<file path="config.mk">
export PLATFORM = sky130hd
export DESIGN_NAME = hilo_sequencer_flat
export DESIGN_NICKNAME = d
export VERILOG_FILES = /design/src/rtl/hilo_sequencer_if.sv /design/src/rtl/hilo_sequencer.sv /design/src/flat_wrapper.sv
export SDC_FILE = /design/constraint.sdc
export NUM_CORES = 1
export LEC_CHECK = 0
export BUFFER_PORTS_ARGS = -buffer_cell sky130_fd_sc_hd__buf_2
export CELL_PAD_IN_SITES_DETAIL_PLACEMENT = 0
export CELL_PAD_IN_SITES_GLOBAL_PLACEMENT = 2
export CORE_UTILIZATION = 37
export CTS_CLUSTER_SIZE = 30
export DETAILED_ROUTE_END_ITERATION = 8
export PLACE_DENSITY_LB_ADDON = 0.1
export SYNTH_ARGS = -nofsm -noshare
export SYNTH_HDL_FRONTEND = slang
export SYNTH_SLANG_ARGS = --single-unit
</file>
<file path="constraint.sdc">
create_clock -name Clk -period 5.1 [get_ports Clk]
set_input_delay 1.02 -clock Clk [delete_from_list [all_inputs] [get_ports Clk]]
set_output_delay 1.02 -clock Clk [all_outputs]
set_load 0.1 [all_outputs]
</file>
<file path="src/rtl/hilo_sequencer_if.sv">
// Request/result bundle between the EX stage and the HI/LO multiply/divide sequencer.
interface hilo_sequencer_if #(
    parameter int unsigned WIDTH = 32
);
    logic             Start;
    logic [2:0]       Op;
    logic [WIDTH-1:0] OpA;
    logic [WIDTH-1:0] OpB;
    logic             HiLoRead;
    logic             Stall;
    logic             Busy;
    logic             Done;
    logic             DivZero;
    logic [WIDTH-1:0] HI;
    logic [WIDTH-1:0] LO;

    modport master (
        output Start, Op, OpA, OpB, HiLoRead,
        input  Stall, Busy, Done, DivZero, HI, LO
    );

    modport slave (
        input  Start, Op, OpA, OpB, HiLoRead,
        output Stall, Busy, Done, DivZero, HI, LO
    );
endinterface

</file>
<file path="src/rtl/hilo_sequencer.sv">
// Iterative shift-add multiply / restoring divide sequencer owning the HI/LO pair.
// Divide support is built only when HILO_DIV_EN is defined.
module hilo_sequencer #(
    parameter int unsigned WIDTH = 32
) (
    input  logic           Clk,
    input  logic           Reset,
    hilo_sequencer_if.slave bus
);
    localparam int unsigned CNT_W  = (WIDTH > 1) ? $clog2(WIDTH) : 1;
    localparam int unsigned PROD_W = 2 * WIDTH;

    localparam logic [2:0] OP_MULT  = 3'b000;
    localparam logic [2:0] OP_MULTU = 3'b001;
    localparam logic [2:0] OP_MTHI  = 3'b100;
    localparam logic [2:0] OP_MTLO  = 3'b101;
`ifdef HILO_DIV_EN
    localparam logic [2:0] OP_DIV   = 3'b010;
    localparam logic [2:0] OP_DIVU  = 3'b011;

    typedef enum logic [1:0] {IDLE, MUL, DIV, SIGN} stateT;
`else
    typedef enum logic [1:0] {IDLE, MUL, SIGN} stateT;
`endif

    stateT              state, stateNext;
    logic [CNT_W-1:0]   counter, counterNext;
    logic [PROD_W-1:0]  prod, prodNext;
    logic [WIDTH-1:0]   operand, operandNext;
    logic               negProd, negProdNext;
    logic [WIDTH-1:0]   hiReg, hiNext;
    logic [WIDTH-1:0]   loReg, loNext;
    logic               busyReg, busyNext;
    logic               doneReg, doneNext;
`ifdef HILO_DIV_EN
    logic               isDiv, isDivNext;
    logic               qNeg, qNegNext;
    logic               rNeg, rNegNext;
    logic               divZeroReg, divZeroNext;
    logic [WIDTH:0]     divShift;
    logic [WIDTH-1:0]   divDiff;
    logic [WIDTH-1:0]   quoFinal;
    logic [WIDTH-1:0]   remFinal;
`endif

    logic               signA, signB, isSigned;
    logic [WIDTH-1:0]   absA, absB;
    logic [WIDTH:0]     mulSum;
    logic [PROD_W-1:0]  prodFinal;

    // Operand magnitudes; signed ops (MULT, DIV) have an even Op code.
    assign signA     = bus.OpA[WIDTH-1];
    assign signB     = bus.OpB[WIDTH-1];
    assign isSigned  = ~bus.Op[0];
    assign absA      = (isSigned && signA) ? -bus.OpA : bus.OpA;
    assign absB      = (isSigned && signB) ? -bus.OpB : bus.OpB;
    assign prodFinal = negProd ? -prod : prod;
`ifdef HILO_DIV_EN
    assign quoFinal  = qNeg ? -prod[WIDTH-1:0] : prod[WIDTH-1:0];
    assign remFinal  = rNeg ? -prod[PROD_W-1:WIDTH] : prod[PROD_W-1:WIDTH];
`endif

    // Next-state and datapath step.
    always_comb begin
        stateNext   = state;
        counterNext = counter;
        prodNext    = prod;
        operandNext = operand;
        negProdNext = negProd;
        hiNext      = hiReg;
        loNext      = loReg;
        busyNext    = busyReg;
        doneNext    = 1'b0;
        mulSum      = '0;
`ifdef HILO_DIV_EN
        isDivNext   = isDiv;
        qNegNext    = qNeg;
        rNegNext    = rNeg;
        divZeroNext = 1'b0;
        divShift    = '0;
        divDiff     = '0;
`endif
        case (state)
            IDLE: begin
                if (bus.Start) begin
                    case (bus.Op)
                        OP_MTHI: hiNext = bus.OpA;
                        OP_MTLO: loNext = bus.OpA;
                        OP_MULT, OP_MULTU: begin
                            prodNext    = {{WIDTH{1'b0}}, absB};
                            operandNext = absA;
                            negProdNext = isSigned & (signA ^ signB);
                            counterNext = CNT_W'(WIDTH - 1);
                            busyNext    = 1'b1;
                            stateNext   = MUL;
`ifdef HILO_DIV_EN
                            isDivNext   = 1'b0;
`endif
                        end
`ifdef HILO_DIV_EN
                        OP_DIV, OP_DIVU: begin
                            if (bus.OpB == '0) begin
                                doneNext    = 1'b1;
                                divZeroNext = 1'b1;
                            end else begin
                                prodNext    = {{WIDTH{1'b0}}, absA};
                                operandNext = absB;
                                qNegNext    = isSigned & (signA ^ signB);
                                rNegNext    = isSigned & signA;
                                isDivNext   = 1'b1;
                                counterNext = CNT_W'(WIDTH - 1);
                                busyNext    = 1'b1;
                                stateNext   = DIV;
                            end
                        end
`endif
                        default: ;
                    endcase
                end
            end
            MUL: begin
                // Add multiplicand into the upper half on a set LSB, then shift right.
                mulSum   = {1'b0, prod[PROD_W-1:WIDTH]} + (prod[0] ? {1'b0, operand} : '0);
                prodNext = {mulSum, prod[WIDTH-1:1]};
                if (counter == '0) stateNext = SIGN;
                else counterNext = counter - CNT_W'(1);
            end
`ifdef HILO_DIV_EN
            DIV: begin
                // Remainder in the upper half, dividend/quotient shifting through the lower half.
                divShift = {prod[PROD_W-1:WIDTH], prod[WIDTH-1]};
                if (divShift >= {1'b0, operand}) begin
                    divDiff  = divShift[WIDTH-1:0] - operand;
                    prodNext = {divDiff, prod[WIDTH-2:0], 1'b1};
                end else begin
                    prodNext = {divShift[WIDTH-1:0], prod[WIDTH-2:0], 1'b0};
                end
                if (counter == '0) stateNext = SIGN;
                else counterNext = counter - CNT_W'(1);
            end
`endif
            SIGN: begin
`ifdef HILO_DIV_EN
                if (isDiv) begin
                    hiNext = remFinal;
                    loNext = quoFinal;
                end else begin
                    hiNext = prodFinal[PROD_W-1:WIDTH];
                    loNext = prodFinal[WIDTH-1:0];
                end
`else
                hiNext = prodFinal[PROD_W-1:WIDTH];
                loNext = prodFinal[WIDTH-1:0];
`endif
                doneNext  = 1'b1;
                busyNext  = 1'b0;
                stateNext = IDLE;
            end
            default: stateNext = IDLE;
        endcase
    end

    // State and datapath registers; reset abandons any in-flight operation.
    always_ff @(posedge Clk) begin
        if (!Reset) begin
            state      <= IDLE;
            counter    <= '0;
            prod       <= '0;
            operand    <= '0;
            negProd    <= 1'b0;
            hiReg      <= '0;
            loReg      <= '0;
            busyReg    <= 1'b0;
            doneReg    <= 1'b0;
`ifdef HILO_DIV_EN
            isDiv      <= 1'b0;
            qNeg       <= 1'b0;
            rNeg       <= 1'b0;
            divZeroReg <= 1'b0;
`endif
        end else begin
            state      <= stateNext;
            counter    <= counterNext;
            prod       <= prodNext;
            operand    <= operandNext;
            negProd    <= negProdNext;
            hiReg      <= hiNext;
            loReg      <= loNext;
            busyReg    <= busyNext;
            doneReg    <= doneNext;
`ifdef HILO_DIV_EN
            isDiv      <= isDivNext;
            qNeg       <= qNegNext;
            rNeg       <= rNegNext;
            divZeroReg <= divZeroNext;
`endif
        end
    end

    assign bus.Stall = busyReg & (bus.Start | bus.HiLoRead);
    assign bus.Busy  = busyReg;
    assign bus.Done  = doneReg;
    assign bus.HI    = hiReg;
    assign bus.LO    = loReg;
`ifdef HILO_DIV_EN
    assign bus.DivZero = divZeroReg;
`else
    assign bus.DivZero = 1'b0;
`endif
endmodule

</file>
<file path="src/flat_wrapper.sv">
// flat-port wrapper written by rule: the top's interface ports become plain ports
module hilo_sequencer_flat 
#(
    parameter int unsigned WIDTH = 32
)
  (Clk, Reset, bus_Start, bus_Op, bus_OpA, bus_OpB, bus_HiLoRead, bus_Stall, bus_Busy, bus_Done, bus_DivZero, bus_HI, bus_LO);
  hilo_sequencer_if #(.WIDTH(WIDTH)) bus_i ();
  input  logic Clk;
  input  logic Reset;
  input wire logic [$bits(bus_i.Start)-1:0] bus_Start;
  input wire logic [$bits(bus_i.Op)-1:0] bus_Op;
  input wire logic [$bits(bus_i.OpA)-1:0] bus_OpA;
  input wire logic [$bits(bus_i.OpB)-1:0] bus_OpB;
  input wire logic [$bits(bus_i.HiLoRead)-1:0] bus_HiLoRead;
  output wire logic [$bits(bus_i.Stall)-1:0] bus_Stall;
  output wire logic [$bits(bus_i.Busy)-1:0] bus_Busy;
  output wire logic [$bits(bus_i.Done)-1:0] bus_Done;
  output wire logic [$bits(bus_i.DivZero)-1:0] bus_DivZero;
  output wire logic [$bits(bus_i.HI)-1:0] bus_HI;
  output wire logic [$bits(bus_i.LO)-1:0] bus_LO;
  assign bus_i.Start = bus_Start;
  assign bus_i.Op = bus_Op;
  assign bus_i.OpA = bus_OpA;
  assign bus_i.OpB = bus_OpB;
  assign bus_i.HiLoRead = bus_HiLoRead;
  assign bus_Stall = bus_i.Stall;
  assign bus_Busy = bus_i.Busy;
  assign bus_Done = bus_i.Done;
  assign bus_DivZero = bus_i.DivZero;
  assign bus_HI = bus_i.HI;
  assign bus_LO = bus_i.LO;
  hilo_sequencer #(.WIDTH(WIDTH)) u_core (.Clk(Clk), .Reset(Reset), .bus(bus_i));
endmodule
</file>
==> impl_metrics.ini <==
[power]
intPower_mw = 2.347
ir_drop_uv = 221.0
p_seq_frac = 0.400
p_leak_nw = 4.886
p_sw_mw = 1.357
p_total_mw = 3.704
p_per_area_nw_per_um2 = 293.2
switching_share = 0.3664
clkPwrFrac = 0.375
p_comb_frac = 0.225

[route]
drt_wl_total_mm = 41.80
drc_errors = 0
drt-initial-drc-count = 747
drt_pass1_iterations = 7
post_drt_wl_per_cell_um = 21.76
drtAntennaViolNets = 0
vias = 11150
via_per_inst = 5.805

[floorplanning]
row_count = 62
core_area_um2 = 29010
die_h_um = 174.9
fp.dieW_um = 174.9
pin_count = 139
initial_core_util = 0.3811
dieArea_um2 = 30580

[grt]
grt_pass1_wl_mm = 63.48
grt_pass1_vias = 10610
antenna_found_initial = 2
grtUsageTotal = 0.2727
grt_overflow = 0
grt_start_max_net_pins = 62

[sta]
rsz0062_at_grt = false
finalSetupTns_ps = 0
report.final.slew_viol_count = 0
layout_min_cycle_time_ps = 3883
period_share = 0.7615
finalWorstSetupSlack_ps = 1217
holdWs_ps = 456.8
fmax_mhz = 257.5
finalClockSkew_ps = 18.81
setup_viol = 0
max-slew-margin-rel = 0.2485
worstMarginPinSlew_ps = 1123
hold_violations = 0

[critical_path]
cp_slowest_cell = dfxtp_1
start_kind = flop
rr_endpoint = u_core.prod[61]$_SDFFE_PN0P_
critical_path_class = reg2reg
worst-path-buf-inv = 1
worstPathCellList = and2_1, ha_1, inv_1, fa_1, nand2b_1, a21oi_1, o221ai_1, o21ai_0, nor3_1, o31ai_1, a211oi_1, o211ai_1
reg2reg_slack_ps = 1220
crit_required_ps = 5460
cp.arrival_ps = 4250
r2r_start = u_core.prod[0]$_SDFFE_PN0P_
reg2reg_depth = 12
critical_path.top_delay_family = compound AO/OA/AOI/OAI gates
cp_max_fo = 24
cpPeakStageDelay_ps = 830
end_kind = flop

[clock_tree]
htreeDepth = 4
post_cts_buffers = 0
clock-sinks = 170
clk_pin_slew_ps = 80
postCtsResizedCells = 0
cts_tree = done
clk_latency_ps = 450
clockRootBuffer = clkbuf_16
cts_made_buffers = 17
postCtsHoldBufs = 0
cts.path.max_buffers = 2

[flow_run]
drv_cap = 0

[yosys]
synth_nets = 1549
synth.area.top_cells = dfxtp_1 31%, a21oi_1 6.5%, xnor2_1 6.0%
yosysSeqAreaShare = 0.3078
synth.distinct_cells = 70
ys_ff_latch = 170
synth_simple_gate_area_frac = 0.2064
synthArstFlopShare = 0
netlist_instances = 1440
synth_top_family_by_area = compound AO/OA/AOI/OAI gates
synth_area_um2 = 11060
synth_edf_count = 0
syn_area_per_cell_um2 = 7.679
synth_compound_area_frac = 0.2786
yosys_warnings = 0
yosysTopAreaCell = dfxtp_1
yosys-mux-area-fraction = 0.005431
netlist.area_leader.share = 0.3078
synth_xor_area_frac = 0.1053
post_synth_fa_ha_maj_area_fraction = 0.04368
synth_flop_cell = dfxtp_1

[layout]
multi_input_area_um2 = 7104
mostFrequentLayoutCell = dfxtp_1
diodes = 0
mostFrequentLayoutCells = 169 x dfxtp_1, 148 x nand2_1, 144 x a21oi_1, 143 x nor2_1, 137 x buf_2
final_core_util = 0.4354
nNetsFinal = 1633
syn_to_final_growth_pct = 14.22
fin_area_um2 = 12630
drive_above_1_share = 0.1392
nFillCells = 3118
area.sequential_um2 = 3405
instances_no_fill = 1921

[placement]
dp_cells = 1889
dp_hpwl_mm = 31.54
detailed_place.area_um2 = 12000
place_congestion = 0.8600
port_buffers = 137
dp_slack_ps = 1041

[status]
outcome = completed

[hold_path]
min_path_type = reg2reg
min_from = u_core.bus.LO[26]$_SDFFE_PN0P_
hold_end = u_core.bus.LO[26]$_SDFFE_PN0P_
hold_depth = 2
==> power by group through the flow <==
stage | Combinational (mW) | Sequential, mW | Clock [mW]
after global placement | 0.829 | 1.51 | 0
final | 0.835 | 1.48 | 1.39
after floorplan | 0.433 | 1.65 | 0
after global routing | 0.899 | 1.49 | 1.47
after detailed placement | 0.829 | 1.51 | 0
after CTS | 0.832 | 1.48 | 1.41
==> worst register-to-register path: cells and delay by family (launching register included) <==
family | cells | cell delay (ps)
AO/OA/AOI/OAI | 6 | 1730
flip-flops | 1 | 830
AND/OR/NAND/NOR | 3 | 660
adder cells (fa/ha/maj) | 2 | 540
buffers and inverters | 1 | 50
==> layout make-up <==
type / instances / share of cell area
Multi-Input combinational cell: 1131 / 0.5625
Sequential cell: 170 / 0.2695
Timing Repair Buffer: 157 / 0.06617
Tap cell: 384 / 0.03804
Clock buffer: 17 / 0.03368
Clock inverter: 15 / 0.01595
Inverter: 47 / 0.01417
==> per-layer routing <==
metal | share of wire | global-route usage
met5 | 0 | 0
met1 | 0.46 | 0.3676
met3 | 0.048 | 0.03982
met2 | 0.46 | 0.4410
met4 | 0.029 | 0.09746
==> cells in the mapped netlist (6+ instances only) <==
master,count
a22oi_1,12
nor2_1,148
nor4_1,13
o41ai_1,14
a311oi_1,6
o21bai_1,7
o31ai_1,25
o221ai_1,37
nand2b_1,14
o22ai_1,10
xnor2_1,76
xor2_1,57
dfxtp_1,170
and2_1,34
buf_1,12
a21o_1,14
ha_1,37
nand2_1,148
a221oi_1,10
a31oi_1,8
mux2i_1,6
nor2b_1,8
clkbuf_1,71
inv_1,46
o21a_1,8
a211oi_1,51
or3_1,18
o21ai_0,79
o211ai_1,13
a21oi_1,144
or4_1,9
nor3_1,30
nand3_1,29
==> worst max-delay path by stage <==
stage                                           start                            to  cells past startpoint
after global placement                     bus_OpB[5]  u_core.prod[23]$_SDFFE_PN0P_                      8
after global routing      u_core.prod[0]$_SDFFE_PN0P_  u_core.prod[61]$_SDFFE_PN0P_                     12
final                     u_core.prod[0]$_SDFFE_PN0P_  u_core.prod[61]$_SDFFE_PN0P_                     12
after floorplan                            bus_OpB[5]  u_core.prod[28]$_SDFFE_PN0P_                      8
after CTS                 u_core.prod[0]$_SDFFE_PN0P_  u_core.prod[61]$_SDFFE_PN0P_                     12
after detailed placement                   bus_OpB[5]  u_core.prod[23]$_SDFFE_PN0P_                      8
==> registers in the layout, summed over array words and instances, names as in the netlist <==
name	flops
u_core.prod	64
u_core.bus.HI	32
u_core.bus.LO	32
u_core.operand	32
u_core.counter	5
u_core.state	2
u_core.bus.Busy	1
u_core.bus.Done	1
u_core.negProd	1
==> cell families (layout without fill, tap and decap cells) <==
group                      after synthesis  after routing
AOI/OAI and AO/OA                      469            469
xor gates and xnor gates               133            133
adders and majority gates               38             38
buffers and inverters                  139            236
DFF                                    170            170
muxes                                    6              6
other                                    1              1
and+or+nand+nor                        484            484
No activity file was read; power rests on OpenSTA's default activity.
